### src/rtl/sync_fifo_pkg.sv
// ============================================================================
// Module   : sync_fifo_pkg
// Brief    : Shared constants and helpers for the synchronous FIFO family.
// Revision : 1.0 - initial release
// ============================================================================
`default_nettype none

package sync_fifo_pkg;

   // Read-port modes: combinational head (first-word-fall-through) or output flop
   localparam int FIFO_OUT_COMB = 0;
   localparam int FIFO_OUT_REG  = 1;

   // Advance a pointer and wrap explicitly at depth-1, so any depth works
   function automatic int unsigned next_ptr(input int unsigned ptr, input int unsigned depth);
      return (ptr >= depth - 32'd1) ? 32'd0 : ptr + 32'd1;
   endfunction

endpackage

`default_nettype wire

### src/rtl/sync_fifo_mem.sv
// ============================================================================
// Module   : sync_fifo_mem
// Brief    : DEPTH x WIDTH register array, one write port, one asynchronous
//            read port, no reset (contents are don't-care until written).
// Revision : 1.0 - initial release
// ============================================================================
`default_nettype none

module sync_fifo_mem #(
   parameter int DEPTH = 4,
   parameter int WIDTH = 8,
   localparam int ADDR_W = (DEPTH > 1) ? $clog2(DEPTH) : 1
) (
   input  logic              clk,
   input  logic              wr_en,
   input  logic [ADDR_W-1:0] wr_addr,
   input  logic [WIDTH-1:0]  wr_data,
   input  logic [ADDR_W-1:0] rd_addr,
   output logic [WIDTH-1:0]  rd_data
);

   logic [WIDTH-1:0] mem_q [DEPTH];

   // Write the addressed entry; storage is deliberately left without reset
   always_ff @(posedge clk) begin
      if (wr_en) mem_q[wr_addr] <= wr_data;
   end

   assign rd_data = mem_q[rd_addr];

endmodule

`default_nettype wire

### src/rtl/sync_fifo_hs.sv
// ============================================================================
// Module   : sync_fifo_hs
// Brief    : Single-clock valid/ready FIFO, any depth >= 2, optional output
//            register, programmable almost-full/empty, level output, flush.
//            Define SYNC_FIFO_HS_ERR_FLAGS_EN to enable the sticky
//            overflow/underflow flags (otherwise they read 0).
// Revision : 1.0 - initial release
// ============================================================================
`default_nettype none

module sync_fifo_hs
   import sync_fifo_pkg::*;
#(
   parameter int DEPTH   = 4,
   parameter int WIDTH   = 8,
   parameter int OUT_REG = FIFO_OUT_COMB,
   localparam int CNT_W  = $clog2(DEPTH + 1)
) (
   input  logic             clk,
   input  logic             rstn,
   input  logic             wr_valid,
   output logic             wr_ready,
   input  logic [WIDTH-1:0] wr_data,
   output logic             rd_valid,
   input  logic             rd_ready,
   output logic [WIDTH-1:0] rd_data,
   input  logic             flush,
   input  logic [CNT_W-1:0] afull_thr,
   input  logic [CNT_W-1:0] aempty_thr,
   output logic [CNT_W-1:0] level,
   output logic             full,
   output logic             empty,
   output logic             almost_full,
   output logic             almost_empty,
   output logic             overflow,
   output logic             underflow,
   input  logic             err_clr
);

   localparam int PTR_W = (DEPTH > 1) ? $clog2(DEPTH) : 1;

   logic [PTR_W-1:0] wr_ptr_q, wr_ptr_d, rd_ptr_q, rd_ptr_d;
   logic [CNT_W-1:0] level_q, level_d;
   logic [WIDTH-1:0] mem_rd_data;
   logic             push, pop, st_rd;

   // Status is derived only from the registered level: no rd_ready -> wr_ready path
   assign full         = (level_q == CNT_W'(DEPTH));
   assign empty        = (level_q == '0);
   assign wr_ready     = !full;
   assign almost_full  = (level_q >= afull_thr);
   assign almost_empty = (level_q <= aempty_thr);
   assign level        = level_q;
   assign push         = wr_valid & wr_ready;
   assign pop          = rd_valid & rd_ready;

   sync_fifo_mem #(.DEPTH(DEPTH), .WIDTH(WIDTH)) u_mem (
      .clk     (clk),
      .wr_en   (push & !flush),
      .wr_addr (wr_ptr_q),
      .wr_data (wr_data),
      .rd_addr (rd_ptr_q),
      .rd_data (mem_rd_data)
   );

   generate
      if (OUT_REG == FIFO_OUT_REG) begin : g_out_reg
         logic             ov_q, ov_d;
         logic [WIDTH-1:0] od_q, od_d;
         logic [CNT_W-1:0] st_cnt;
         logic             load;

         // level includes the flop, so storage holds level minus the flop's entry
         assign st_cnt = level_q - CNT_W'(ov_q);
         assign load   = (!ov_q || pop) && (st_cnt != '0);
         assign st_rd  = load;

         // Refill the output flop from the storage head when it frees up
         always_comb begin
            ov_d = ov_q;
            od_d = od_q;
            if (flush) begin
               ov_d = 1'b0;
            end else if (load) begin
               ov_d = 1'b1;
               od_d = mem_rd_data;
            end else if (pop) begin
               ov_d = 1'b0;
            end
         end

         // Output flop state, cleared asynchronously
         always_ff @(posedge clk or negedge rstn) begin
            if (!rstn) begin
               ov_q <= 1'b0;
               od_q <= '0;
            end else begin
               ov_q <= ov_d;
               od_q <= od_d;
            end
         end

         assign rd_valid = ov_q;
         assign rd_data  = od_q;
      end else begin : g_out_comb
         assign st_rd    = pop;
         assign rd_valid = !empty;
         assign rd_data  = mem_rd_data;
      end
   endgenerate

   // Pointer and level update; flush discards any same-cycle push or pop
   always_comb begin
      wr_ptr_d = wr_ptr_q;
      rd_ptr_d = rd_ptr_q;
      level_d  = level_q;
      if (flush) begin
         wr_ptr_d = '0;
         rd_ptr_d = '0;
         level_d  = '0;
      end else begin
         if (push)  wr_ptr_d = PTR_W'(next_ptr(32'(wr_ptr_q), DEPTH));
         if (st_rd) rd_ptr_d = PTR_W'(next_ptr(32'(rd_ptr_q), DEPTH));
         if (push && !pop)      level_d = level_q + CNT_W'(1);
         else if (pop && !push) level_d = level_q - CNT_W'(1);
      end
   end

   // Pointer and level registers
   always_ff @(posedge clk or negedge rstn) begin
      if (!rstn) begin
         wr_ptr_q <= '0;
         rd_ptr_q <= '0;
         level_q  <= '0;
      end else begin
         wr_ptr_q <= wr_ptr_d;
         rd_ptr_q <= rd_ptr_d;
         level_q  <= level_d;
      end
   end

`ifdef SYNC_FIFO_HS_ERR_FLAGS_EN
   logic ovf_q, ovf_d, udf_q, udf_d;

   // Sticky protocol-error flags; clear wins over a same-cycle set
   always_comb begin
      ovf_d = ovf_q | (wr_valid & !wr_ready);
      udf_d = udf_q | (rd_ready & !rd_valid);
      if (err_clr) begin
         ovf_d = 1'b0;
         udf_d = 1'b0;
      end
   end

   // Error flag registers, untouched by flush
   always_ff @(posedge clk or negedge rstn) begin
      if (!rstn) begin
         ovf_q <= 1'b0;
         udf_q <= 1'b0;
      end else begin
         ovf_q <= ovf_d;
         udf_q <= udf_d;
      end
   end

   assign overflow  = ovf_q;
   assign underflow = udf_q;
`else
   logic unused_err_clr;
   assign unused_err_clr = err_clr;
   assign overflow       = 1'b0;
   assign underflow      = 1'b0;
`endif

endmodule

`default_nettype wire
### config.mk
export PLATFORM = sky130hd
export DESIGN_NAME = sync_fifo_hs
export DESIGN_NICKNAME = d
export VERILOG_FILES = /design/src/rtl/sync_fifo_pkg.sv /design/src/rtl/sync_fifo_mem.sv /design/src/rtl/sync_fifo_hs.sv
export SDC_FILE = /design/constraint.sdc
export NUM_CORES = 1
export LEC_CHECK = 0
export BUFFER_PORTS_ARGS = -buffer_cell sky130_fd_sc_hd__buf_2
export CAP_MARGIN = 20
export CORE_ASPECT_RATIO = 1.1
export CORE_MARGIN = 2
export CORE_UTILIZATION = 50
export CTS_CLUSTER_SIZE = 40
export DETAILED_ROUTE_END_ITERATION = 8
export PLACE_DENSITY = 0.74
export SYNTH_ARGS = -nofsm -noshare
export SYNTH_HDL_FRONTEND = slang
export SYNTH_SLANG_ARGS = --single-unit
### constraint.sdc
create_clock -name clk -period 2.46 [get_ports clk]
set_input_delay 0.123 -clock clk [delete_from_list [all_inputs] [get_ports clk]]
set_output_delay 0.123 -clock clk [all_outputs]
set_load 0.01 [all_outputs]
==> results.sh <==
export IMPL_powerDensity_mw_per_mm2=941.5
export IMPL_num_rows=23
export IMPL_synth_area_sq_mm=0.001878
export IMPL_cts_tree="yes"
export IMPL_clk_pin_slew_worst_paths_ns=0.08
export IMPL_avgSynthCellArea_sq_um=14.79
export IMPL_fillers=294
export IMPL_drive_gt1_share_pct=35.54
export IMPL_drc=0
export IMPL_worstSkewPairLatency_ns=0.29
export IMPL_gp_congestion=0.8002
export IMPL_grt_max_degree=14
export IMPL_cts_resized=0
export IMPL_fmax_mhz=473.1
export IMPL_grtUsageTotal_pct=16.63
export IMPL_outcome="completed"
export IMPL_pwr_share_seq_pct=40.5
export IMPL_p_comb_share_pct=34.7
export IMPL_grt_pass1_vias=1090
export IMPL_tightest_slew_ns=0.5809
export IMPL_synth_commonest_cells="edfxtp_1 (32), inv_1 (12), ha_1 (10), mux4_2 (8)"
export IMPL_fin_worst_skew_ns=0.005491
export IMPL_critPathLaunchType="flip-flop"
export IMPL_max_cap_viol_count=0
export IMPL_slew_violations=0
export IMPL_hold_violations=0
export IMPL_core_area_sq_mm=0.003626
export IMPL_detailed_place_hpwl_um=2322
export IMPL_yosys_area_top_type="edfxtp_1"
export IMPL_synth_area_top_cells="edfxtp_1 (51%), mux4_2 (9.6%), dfrtp_1 (9.3%)"
export IMPL_antenna_found_initial=0
export IMPL_chipWidth_um=62.44
export IMPL_setup_ws_ns=0.3463
export IMPL_num_antenna_cells=0
export IMPL_post_synth_top_count_cell="edfxtp_1"
export IMPL_synth_yosys_seq_area_share_pct=60.49
export IMPL_cp_cell_sequence="or3b_1 -> and3_1 -> fa_1 -> and3b_1 -> a21o_1 -> a211oi_1"
export IMPL_crit_family="simple AND/OR/NAND/NOR gates"
export IMPL_p_clk_share_pct=24.8
export IMPL_drt_total_wl_um=3176
export IMPL_cts_buffers=5
export IMPL_synth_top_area_share_pct=51.17
export IMPL_clockBufferDepth=2
export IMPL_initial_core_util_pct=51.79
export IMPL_finalNetCount=196
export IMPL_vias_per_cell=5.231
export IMPL_final_cells=216
export IMPL_grt_pass1_wl_um=5119
export IMPL_design_portCount=39
export IMPL_synth_warnings=0
export IMPL_final_min_clock_period_ns=2.114
export IMPL_setup_violations_final=0
export IMPL_fp_dieH_um=68.28
export IMPL_leakagePower_nw=0.9386
export IMPL_synth_seq_cells=39
export IMPL_htree_levels=2
export IMPL_cp_buffers_inverters=0
export IMPL_dieArea_sq_mm=0.004263
export IMPL_synth_edf_count=32
export IMPL_ys_flop_type="edfxtp_1"
export IMPL_areaGrowthSynthToFinish_pct=17.65
export IMPL_post_place_ws_ns=0.3481
export IMPL_fin_tns_setup_ns=0
export IMPL_antenna_left=0
export IMPL_drt_iter0_drc=46
export IMPL_finish_instance_area_sq_mm=0.002210
export IMPL_finalCritPeriodShare_pct=85.92
export IMPL_slew_headroom_pct=61.27
export IMPL_gr_total_overflow=0
export IMPL_critPathRequiredTime_ns=2.65
export IMPL_cts_root_buffer="clkbuf_8"
export IMPL_async_reset_ff_share_pct=17.95
export IMPL_min_path_type="in2reg"
export IMPL_firstDrtPassIters=4
export IMPL_swShare_pct=30.87
export IMPL_io_buffers=35
export IMPL_placed_area_sq_mm=0.002087
export IMPL_vias=1130
export IMPL_rsz0062_at_grt="false"
export IMPL_p_sw_uw=642.1
export IMPL_worstPathArrival_ns=2.31
export IMPL_critPathMaxFanout=4
export IMPL_cpPeakStageDelay_ns=0.42
export IMPL_yosysUniqueCellTypes=38
export IMPL_cpMaxStageDelayCell="fa_1"
export IMPL_dp_cells=207
export IMPL_vdd_drop_max_uv=492.6
export IMPL_routedWlPerCell_um=14.70
export IMPL_cts_sinks=39
export IMPL_internal_power_mw=1.438
export IMPL_postSynthCellCount=127
export IMPL_cp_end_kind="flip-flop"
export IMPL_path_class="reg2reg"
cell usage in the layout, fill, tap and decap left out:
cell,count
and3_1,1
clkinv_4,1
conb_1,2
nand3_1,3
o211ai_1,1
clkinv_2,2
nor2_1,7
clkbuf_8,5
mux2_4,1
inv_1,12
and3b_1,1
xor2_1,2
a21o_1,3
a211oi_1,1
o21ai_0,3
buf_2,35
mux2i_1,1
fa_1,1
mux4_2,8
o31ai_1,2
a31o_2,1
dfrtp_1,7
buf_4,4
bufinv_16,1
o211a_1,1
or3b_1,1
o311ai_0,1
dlygate4sd3_1,1
a211o_1,1
a311oi_1,1
nand2b_1,1
a21oi_1,2
edfxtp_1,32
o21ai_1,1
o21a_1,2
nor2b_1,1
and2_1,4
nor3_1,1
or3_2,1
ha_1,10
power groups by stage:
stage               Clock (mW)  Sequential (mW)  Combinational (mW)
global placement             0            0.857               0.689
finish                   0.516            0.842               0.722
CTS                      0.531            0.848               0.727
detailed placement           0            0.863               0.724
global route             0.564            0.858               0.792
floorplan                    0            0.830               0.525
kinds of logic (layout without fill, tap and decap cells):
group                      count (synthesis)  count (layout)  share of synthesized area (%)
buffers and inverters                     23              61                          5.995
and+or+nand+nor                           21              21                          6.130
other                                      1               2                         0.1997
adders and majority gates                 11              11                          7.728
xor gates and xnor gates                   2               2                         0.9329
DFF                                       39              39                          60.49
AOI/OAI and AO/OA                         20              20                          7.595
muxes                                     10              10                          10.93
worst reg2reg max path: cells and delay by family, from the launching register on:
family	cells	cell delay, ns
compound gates	2	0.40
flops	1	0.38
simple gates	3	0.82
fa+ha+maj	1	0.42
metal layers:
metal	vias up	GRT usage, %	part of all wire, %
li1	540	-	-
met1	557	18.39	43
met2	28	28.36	53
met3	5	4.441	2.9
met4	0	12.22	1.4
met5	-	0	0
layout make-up:
cell class | count | area, sq um | share of cell area, %
inverter | 13 | 50.05 | 2.265
sequential | 39 | 1136 | 51.42
clock inverter | 3 | 43.79 | 1.982
multi-input combinational | 66 | 633.1 | 28.65
tap | 50 | 62.56 | 2.831
clock buffer | 5 | 68.82 | 3.114
timing repair buffer | 40 | 215.2 | 9.740
stage by stage:
step / total power, mW / hold WS [ns] / util [%]
after floorplan: 1.355 / -0.1726 / -
after global placement: 1.545 / -0.03806 / 57.56
after detailed placement: 1.586 / -0.03070 / 57.56
after CTS: 2.106 / 0.02920 / 60.94
after global routing: 2.214 / 0.03803 / 60.94
final: 2.080 / 0.04411 / 60.94
state kept, by name, indices dropped and copies added, names as in the netlist:
| register | count |
|---|---|
| level | 3 |
| rd_ptr_q | 2 |
| u_mem.mem_q | 32 |
| wr_ptr_q | 2 |
final timing paths:
path / start / end / slack, ns / cells past startpoint
min in group asynchronous: rstn / level[1] / 0.20 / 2
min: wr_data[6] / u_mem.mem_q[0][6] / 0.04 / 1
max reg2reg: level[1] / level[2] / 0.35 / 6
max: level[1] / level[2] / 0.35 / 6
max in group asynchronous: rstn / wr_ptr_q[0] / 2.10 / 2
min reg2reg: wr_ptr_q[0] / wr_ptr_q[0] / 0.60 / 2
repair_timing:
item / 4_1_cts / 5_1_grt
endpoints found under the hold margin: 7 / 0
hold buffers: 1 / 0
buffers inserted: 0 / 0
setup endpoints to repair: 0 / 0
No activity file was read; power rests on OpenSTA's default activity.
